## src/rtl/chacha_pkg.sv

```systemverilog
// Shared types and constants for the ChaCha20 block finalize stage.
// Includes the RFC 7539 2.3.2 test block (input state, round output, keystream).
package chacha_pkg;

    localparam int unsigned WORD_BITS = 32;
    localparam int unsigned NUM_WORDS = 16;

    typedef logic [WORD_BITS-1:0] word_t;
    typedef word_t [3:0]          row_t;
    typedef word_t [3:0][3:0]     matrix_t;

    typedef enum logic [1:0] {
        IDLE,
        ADD,
        STREAM
    } state_t;

    // Word 0 sits in the least significant bits, so each row is listed col3..col0
    localparam matrix_t RFC_IN = {
        32'h00000000, 32'h4a000000, 32'h09000000, 32'h00000001,
        32'h1f1e1d1c, 32'h1b1a1918, 32'h17161514, 32'h13121110,
        32'h0f0e0d0c, 32'h0b0a0908, 32'h07060504, 32'h03020100,
        32'h6b206574, 32'h79622d32, 32'h3320646e, 32'h61707865
    };

    localparam matrix_t RFC_OUT = {
        32'h4e3c50a2, 32'h9e83d0cb, 32'hb04e16de, 32'hd19c12b4,
        32'h82e46ebd, 32'heabda8fc, 32'hf29489f3, 32'h335271c2,
        32'h3f5ec7b7, 32'h8fa018fc, 32'hfc62bb2f, 32'hc4f2d0c7,
        32'h5950bb2f, 32'ha67ae21e, 32'he238d763, 32'h837778ab
    };

    localparam matrix_t RFC_KS = {
        32'h4e3c50a2, 32'he883d0cb, 32'hb94e16de, 32'hd19c12b5,
        32'ha2028bd9, 32'h05d7c214, 32'h09aa9f07, 32'h466482d2,
        32'h4e6cd4c3, 32'h9aaa2204, 32'h0368c033, 32'hc7f4d1c7,
        32'hc47120a3, 32'h1fdd0f50, 32'h15593bd1, 32'he4e7f110
    };

endpackage

```

## src/rtl/chacha_row_adder.sv

```systemverilog
// Four parallel modulo-2^WORD_W adders covering one matrix row; carries are dropped.
module chacha_row_adder #(
    parameter int unsigned WORD_W = 32
) (
    input  logic [3:0][WORD_W-1:0] a_i,
    input  logic [3:0][WORD_W-1:0] b_i,
    output logic [3:0][WORD_W-1:0] sum_o
);

    always_comb begin
        sum_o = '0;
        for (int unsigned c = 0; c < 4; c++) begin
            sum_o[c] = a_i[c] + b_i[c];
        end
    end

endmodule

```

## src/rtl/chacha_block_finalize.sv

```systemverilog
// ChaCha20 block finalize: adds the round output to the input state row by row, then
// streams 16 keystream words. Optional CHACHA_FINALIZE_XOR_EN adds pt_data/ct_data.
module chacha_block_finalize
    import chacha_pkg::*;
#(
    parameter int unsigned WORD_W = 32,
    parameter int unsigned CNT_W  = 8
) (
    input  logic              clk,
    input  logic              rst,
    input  logic              blockready,
    input  matrix_t           chachamatrixOUT,
    input  matrix_t           chachamatrixIN,
    input  logic              ks_ready,
    output logic              ks_valid,
    output logic [WORD_W-1:0] ks_data,
    output logic              ks_last,
    output logic              busy,
    output logic              overrun,
    output logic [CNT_W-1:0]  blocks_done
`ifdef CHACHA_FINALIZE_XOR_EN
    ,
    input  logic [WORD_W-1:0] pt_data,
    output logic [WORD_W-1:0] ct_data
`endif
);

    state_t              state_q;
    logic [1:0]          row_cnt_q;
    logic [3:0]          word_idx_q;
    logic [3:0]          word_idx_d;
    matrix_t             cap_out_q;
    matrix_t             cap_in_q;
    matrix_t             sum_q;
    row_t                row_sum;
    logic                ks_valid_q;
    logic                ks_last_q;
    logic [WORD_W-1:0]   ks_data_q;
    logic                overrun_q;
    logic [CNT_W-1:0]    blocks_done_q;
    logic                last_hs;
    logic                accept_blk;

    chacha_row_adder #(.WORD_W(WORD_W)) u_row_adder (
        .a_i   (cap_out_q[row_cnt_q]),
        .b_i   (cap_in_q[row_cnt_q]),
        .sum_o (row_sum)
    );

    // A new block is taken in IDLE or on the very edge that retires word 15
    always_comb begin
        word_idx_d = word_idx_q + 4'd1;
        last_hs    = (state_q == STREAM) && ks_valid_q && ks_ready
                     && (word_idx_q == 4'(NUM_WORDS - 1));
        accept_blk = blockready && ((state_q == IDLE) || last_hs);
    end

    always_ff @(posedge clk or posedge rst) begin
        if (rst) begin
            state_q       <= IDLE;
            row_cnt_q     <= '0;
            word_idx_q    <= '0;
            cap_out_q     <= '0;
            cap_in_q      <= '0;
            sum_q         <= '0;
            ks_valid_q    <= 1'b0;
            ks_last_q     <= 1'b0;
            ks_data_q     <= '0;
            overrun_q     <= 1'b0;
            blocks_done_q <= '0;
        end else begin
            if (blockready && !accept_blk) begin
                overrun_q <= 1'b1;
            end
            if (accept_blk) begin
                cap_out_q <= chachamatrixOUT;
                cap_in_q  <= chachamatrixIN;
                row_cnt_q <= '0;
            end
            unique case (state_q)
                IDLE: begin
                    if (accept_blk) begin
                        state_q <= ADD;
                    end
                end
                ADD: begin
                    sum_q[row_cnt_q] <= row_sum;
                    row_cnt_q        <= row_cnt_q + 2'd1;
                    if (row_cnt_q == 2'd3) begin
                        state_q    <= STREAM;
                        word_idx_q <= '0;
                        ks_valid_q <= 1'b1;
                        ks_data_q  <= sum_q[0][0];
                        ks_last_q  <= 1'b0;
                    end
                end
                STREAM: begin
                    if (ks_valid_q && ks_ready) begin
                        if (last_hs) begin
                            blocks_done_q <= blocks_done_q + CNT_W'(1);
                            ks_valid_q    <= 1'b0;
                            ks_last_q     <= 1'b0;
                            word_idx_q    <= '0;
                            state_q       <= accept_blk ? ADD : IDLE;
                        end else begin
                            word_idx_q <= word_idx_d;
                            ks_data_q  <= sum_q[word_idx_d[3:2]][word_idx_d[1:0]];
                            ks_last_q  <= (word_idx_d == 4'(NUM_WORDS - 1));
                        end
                    end
                end
                default: state_q <= IDLE;
            endcase
        end
    end

    assign ks_valid    = ks_valid_q;
    assign ks_data     = ks_data_q;
    assign ks_last     = ks_last_q;
    assign busy        = (state_q != IDLE);
    assign overrun     = overrun_q;
    assign blocks_done = blocks_done_q;

`ifdef CHACHA_FINALIZE_XOR_EN
    assign ct_data = ks_data_q ^ pt_data;
`else
    // Raw keystream only
`endif

endmodule

```

## config.mk

```make
export PLATFORM = sky130hd
export DESIGN_NAME = chacha_block_finalize
export DESIGN_NICKNAME = d
export VERILOG_FILES = /design/src/rtl/chacha_pkg.sv /design/src/rtl/chacha_row_adder.sv /design/src/rtl/chacha_block_finalize.sv
export SDC_FILE = /design/constraint.sdc
export NUM_CORES = 2
export LEC_CHECK = 0
export ABC_CLOCK_PERIOD_IN_PS = 111500
export CAP_MARGIN = 20
export CORE_AREA = 5 5 420 422
export CTS_BUF_LIST = sky130_fd_sc_hd__clkbuf_16
export DETAILED_ROUTE_END_ITERATION = 16
export DIE_AREA = 0 0 425 427
export HOLD_SLACK_MARGIN = 0.08
export PLACE_DENSITY = 0.67
export SYNTH_ARGS = -nofsm -noshare
export SYNTH_HDL_FRONTEND = slang
export SYNTH_HIERARCHICAL = 1
export SYNTH_SLANG_ARGS = --single-unit
```

## constraint.sdc

```tcl
create_clock -name clk -period 111.5 [get_ports clk]
set_clock_uncertainty 0.1 [all_clocks]
set_input_delay 16.725 -clock clk [delete_from_list [all_inputs] [get_ports clk]]
set_output_delay 16.725 -clock clk [all_outputs]
set_load 0.01 [all_outputs]
```

# Yosys cells after proc, flatten, opt, wreduce, memory -nomap -nowiden
# Index checks and enable logic that the tools add are counted.
# totals
reg_bits,1587
out_inout_bits,44
n_memories,0
mem_bits_ro,0
latch_bits,0
inputBits,1028
elab_cells,130
ram_bits,0
# op_classes
shift,0
n_bitwise,0
mul,0
n_mux,35
order_cmp,4
div,0
reduce_logical,18
n_eq_ne,10
n_addsub,7
# ops
operator,n
$bmux 128 s2,3
$bwmux 512,1
$mux 128,4
$demux 128 s2,1
$add 32x32->32,4
$mux 32,4
$bmux 32 s2,1
$pmux 32 s2,1
$mux 2,6
$mux 4,3
$reduce_and 4->1,3
$lt 2x3->1 const B,3
$add 8x1->8 const B,1
$eq 4x4->1 const B,2
$ne 2x2->1 const B,4
$pmux 4 s2,1
$logic_and 1x1->1,7
$mux 1,7
$pmux 2 s3,1
$reduce_and 3->1,2
$reduce_bool 2->1,3
$add 4x1->4 const B,1
$eq 2x2->1 const B,2
$pmux 1 s2,2
7 further kinds,7

# Longest topological paths before layout
# depth
depth_word,10
ltp_mapped,16
depth_no_buf,13

# Hierarchy
# The synthesis kept the hierarchy.
# by_module_without_submodules
mod,area_per_inst_um2,seq_area_each_um2,instances,cells_per_inst
chacha_block_finalize,70186.1,39713.1,1,6577
chacha_row_adder,6252.2,0.0,1,880

# Worst setup path before layout
# No wires, ideal clock.
# synth_timing
path_kind,in2reg
startpoint,in ks_ready
endpoint,reg cap_in_q[0] in the netlist's numbering
t_required_ns,111.335
arrival_time_ns,17.977
slack_ns,93.358
path_stages,8
setup_time_ns,0.065
n_path_buf,3
path_cell_list,and4_1 -> and3_4 -> o21ai_2 -> buf_2 -> buf_4 -> buf_2 -> nand2_1 -> nand2_1
# synth_via
elab_chain_cells,4
# synth_rtl
item,line,text
"start, declared",chacha_block_finalize.sv:14,"input logic ks_ready,"
$logic_and 1x1->1,chacha_block_finalize.sv:53,last_hs = (state_q == STREAM) && ks_valid_q && ks_ready
$logic_and 1x1->1,chacha_block_finalize.sv:54,&& (word_idx_q == 4'(NUM_WORDS - 1));
$logic_or 1x1->1,chacha_block_finalize.sv:55,accept_blk = blockready && ((state_q == IDLE) || last_hs);
$logic_and 1x1->1,chacha_block_finalize.sv:55,
"end signal, assigned",chacha_block_finalize.sv:77,cap_in_q <= chachamatrixIN;
"end, declared",chacha_block_finalize.sv:33,matrix_t cap_in_q;
# Every way passes these cells.
# A chain may end at the register's enable or synchronous reset.

==> results.md <==
* Startpoint of the lowest-slack hold path: cap_in_q[500]
* Multiplexer area fraction after synthesis at 0.173
* Fraction of the mapped netlist area in adder cells at 0.0231
* Syn avg cell area at 10.3 sq um
* Endpoint of the worst hold-timing path: cap_in_q[500]
* Total power divided by cell area at 34.9 nW/um^2
* Run status: finished, final reports clean
* Cts-stage hold buffer count at 0
* Worst min-delay path class: flop to flop
* Most repeated cell in the gate-level netlist after synthesis: nand2_1
* Peak clock frequency supported by timing at 45.3 MHz
* Dominant cells by area after synthesis: dfrtp_1 52%, nand2_1 16%, mux4_2 8.5%
* Proportion of synthesized flip-flops having asynchronous set or reset at 1.00
* Leading register cell type out of synthesis: dfrtp_1
* Net switching power at 1.44 mW
* Vias in the first global route at 60012
* Sw Share at 0.439
* Count of standard-cell rows at 153
* Synth Area in Simple Gates at 0.186
* Combinational family with the most area after synthesis: simple AND/OR/NAND/NOR gates
* Detail-routed via count per cell at 5.48
* GRT overflow at 0
* Highest net fanout along the worst path at 168
* Post-detailed-route wirelength per cell at 23.7 microns
* Total non-filler cell area in the finished layout at 94200 sq um
* Die Wd at 425 microns
* Share of the clock period used by the worst path after layout at 0.198
* Top Ports at 1072
* Yosys warns at 6
* DRT Wirelength at 256000 microns
* Number of clock sinks at 1587
* Fin Setup TNS at 0 ps
* Number of antenna violations at the first check in global routing at 59
* Total nets after synthesis at 8624
* Routed vias at 59363
* Syn Inst Count at 7457
* Path type of the worst setup path: input port to async pin
* Post_cts resized at 0
* First-pass GRT wire length at 380000 microns
* Core Box Area at 173000 sq um
* Worst max-slew margin expressed relative to the limit at 0.156
* Unrepaired setup endpoints after global routing: false
* Sequential share of the synthesized area at 0.520
* Number of cells traversed by the worst register-to-register path at 14
* Data required time of the critical path at 112180 ps
* Xor and xnor area share after synthesis at 0.0148
* Post-CTS setup-driven buffer insertion count at 0
* Number of levels the H-tree was split into at 4
* Full die area at 181000 sq um
* Violation count after the first detailed-routing iteration at 5585
* Share of cells above drive strength 1 at 0.135
* Layout fillers at 15083
* Bufs on Longest Clock Path at 3
* Global router's overall resource usage at 0.276
* Flip-flop and latch count after synthesis at 1587
* Part of the power in registers at 0.310
* Number of flops mapped to enable cells by yosys at 0
* Max IR drop VDD at 0.0235 mV
* Max incr delay on CP at 850 ps
* Logic pwr share at 0.522
* Remaining routing DRC violations at 0
* Internal Power at 1.85 mW
* Startpoint class of the critical path: input port
* Maximum number of pins on one net before global-route repair at 211
* Synthesis-to-finish area growth at 23.3%
* Final Hold Slack at 367 ps
* Synth area leader: dfrtp_1
* Min cycle time layout at 22100 ps
* Initial core utilization at 0.443
* Final weighted congestion in routability-driven placement at 0.913
* Cell at the root of the clock tree: clkbuf_16
* Worst R2R Setup Slack at 104040 ps
* Clk_lat worst skew at 800 ps
* Layout Nets at 9489
* Area of the mapped netlist at 76400 sq um
* Synth Area in Compound Gates at 0.0540
* Count of buffers from port buffering at 1071
* Share of the synthesized area in the top cell type at 0.520
* Worst Tran Pin Value at 1260 ps
* Reg2reg end: sum_q[467]
* Final max-slew violation count at 0
* Critical Path Slowest Stage Cell: buf_4
* HPWL after DPL at 186000 microns
* Synth cell types at 82
* Number of optimization iterations in the first detailed-route pass at 6
* Max-Cap Viols at 0
* Instance area after placement at 88700 sq um
* Data arrival time at the worst-slack endpoint at 22780 ps
* CP cell instances: clkdlybuf4s50_1 -> inv_8 -> buf_12 -> buf_4 -> buf_4 -> buf_4 -> buf_12 -> buf_12
* Number of failing hold endpoints at the final stage at 0
* Launch point of the worst reg-to-reg path: row_cnt_q[0]
* Register clock-pin slew on the reported worst setup and hold paths at 60 ps
* Number of CTS-inserted buffers at 172
* Height of the die at 427 microns
* Commonest cells in the synthesized netlist: 3198 x nand2_1, 1587 x dfrtp_1, 513 x mux2_2, 287 x mux4_2, 259 x buf_2
* Clk network pwr share at 0.168
* Kind of capture point of the worst setup path: async pin
* Static Leakage at 44.4 nW
* Setup violations, final at 0
* Clock tree from TritonCTS: done
* Min-Delay Path Depth at 2
* Antenna viol nets, final at 0
[kinds of logic after synthesis]
logic type               after synthesis
AND/OR/NAND/NOR                     3586
adder cells (fa/ha/maj)              139
multiplexers                         900
flip-flops                          1587
XOR/XNOR                             125
buffers and inverters                493
AO/OA/AOI/OAI                        627
[metrics by stage]
stage / power, mW / worst slack [ps] / util / cells
3_5_place_dp: 2.75 / 88540 / 0.514 / 10472
2_1_floorplan: 2.16 / 49900 / - / 7457
5_1_grt: 3.52 / 88590 / 0.546 / 10819
6_report: 3.29 / 89400 / 0.546 / 10825
4_1_cts: 3.32 / 89390 / 0.545 / 10785
3_3_place_gp: 2.70 / 88690 / 0.514 / 10472
[final cells by class]
type                            instances  area, sq um  share of cell area
Sequential cell                      1587        39700               0.422
Multi-Input combinational cell       5377        34600               0.367
Timing Repair Buffer                 1150        11400               0.121
Tap cell                             2325         2910              0.0309
Inverter                               34          135             0.00143
Clock inverter                        137          986              0.0105
Clock buffer                          176         4400              0.0467
Antenna cell                           39         97.6             0.00104
[power by group through the flow]
stage               Clock [mW]  Combinational (mW)  Sequential [mW]
floorplan                    0                1.19            0.973
global placement             0                1.69             1.01
detailed placement           0                1.73             1.02
CTS                      0.562                1.74             1.02
global route             0.586                1.88             1.05
finish                   0.553                1.72             1.02
[worst max-delay path: cells and delay by family]
family	cells	cell delay (ps)
buffers and inverters	8	5150
[sequential cells by signal, summed over array words and instances (netlist names)]
signal and cells:
row_cnt_q 2, ks_data 32, cap_in_q 512, overrun 1, blocks_done 8, sum_q 512, ks_valid 1, state_q 2
ks_last 1, word_idx_q 4, cap_out_q 512
[worst max path at each step]
| stage | startpoint | end | slack, ps |
|---|---|---|---|
| after CTS | rst | cap_in_q[204] | 89390 |
| after detailed placement | rst | cap_in_q[197] | 88540 |
| after global placement | rst | cap_in_q[197] | 88690 |
| after floorplan | rst | blocks_done[0] | 49900 |
| final | rst | cap_out_q[459] | 89400 |
| after global routing | rst | cap_out_q[474] | 88590 |
[cells in the final DEF (no fill, tap or decap), drive strengths merged, types with 12 or more instances in the layout]
master,netlist,final
nor2b,51,51
o221ai,34,34
clkbuf,159,176
inv,34,83
mux2,513,513
nor3b,36,36
nor2,98,98
nand2,3198,3198
or3,70,70
o211ai,15,15
nand2b,13,13
a211oi,40,40
o31ai,38,38
clkinv,0,72
o21ai,98,98
a31oi,74,74
diode,0,39
ha,135,135
dfrtp,1587,1587
o22ai,32,32
buf,300,78
nand4,12,12
nand3,60,60
a21oi,147,147
xnor2,80,80
mux2i,99,99
xor2,45,45
mux4,288,288
a21o,68,68
clkdlybuf4s50,0,1071
[metal layers]
metal,track usage,up-vias,wire [microns]
li1,-,26846,-
met1,0.369,30064,105000
met2,0.443,1982,123000
met3,0.0672,443,19800
met4,0.0965,28,8950
met5,0,-,177
Note: power is estimated with default switching activity, not from simulation.
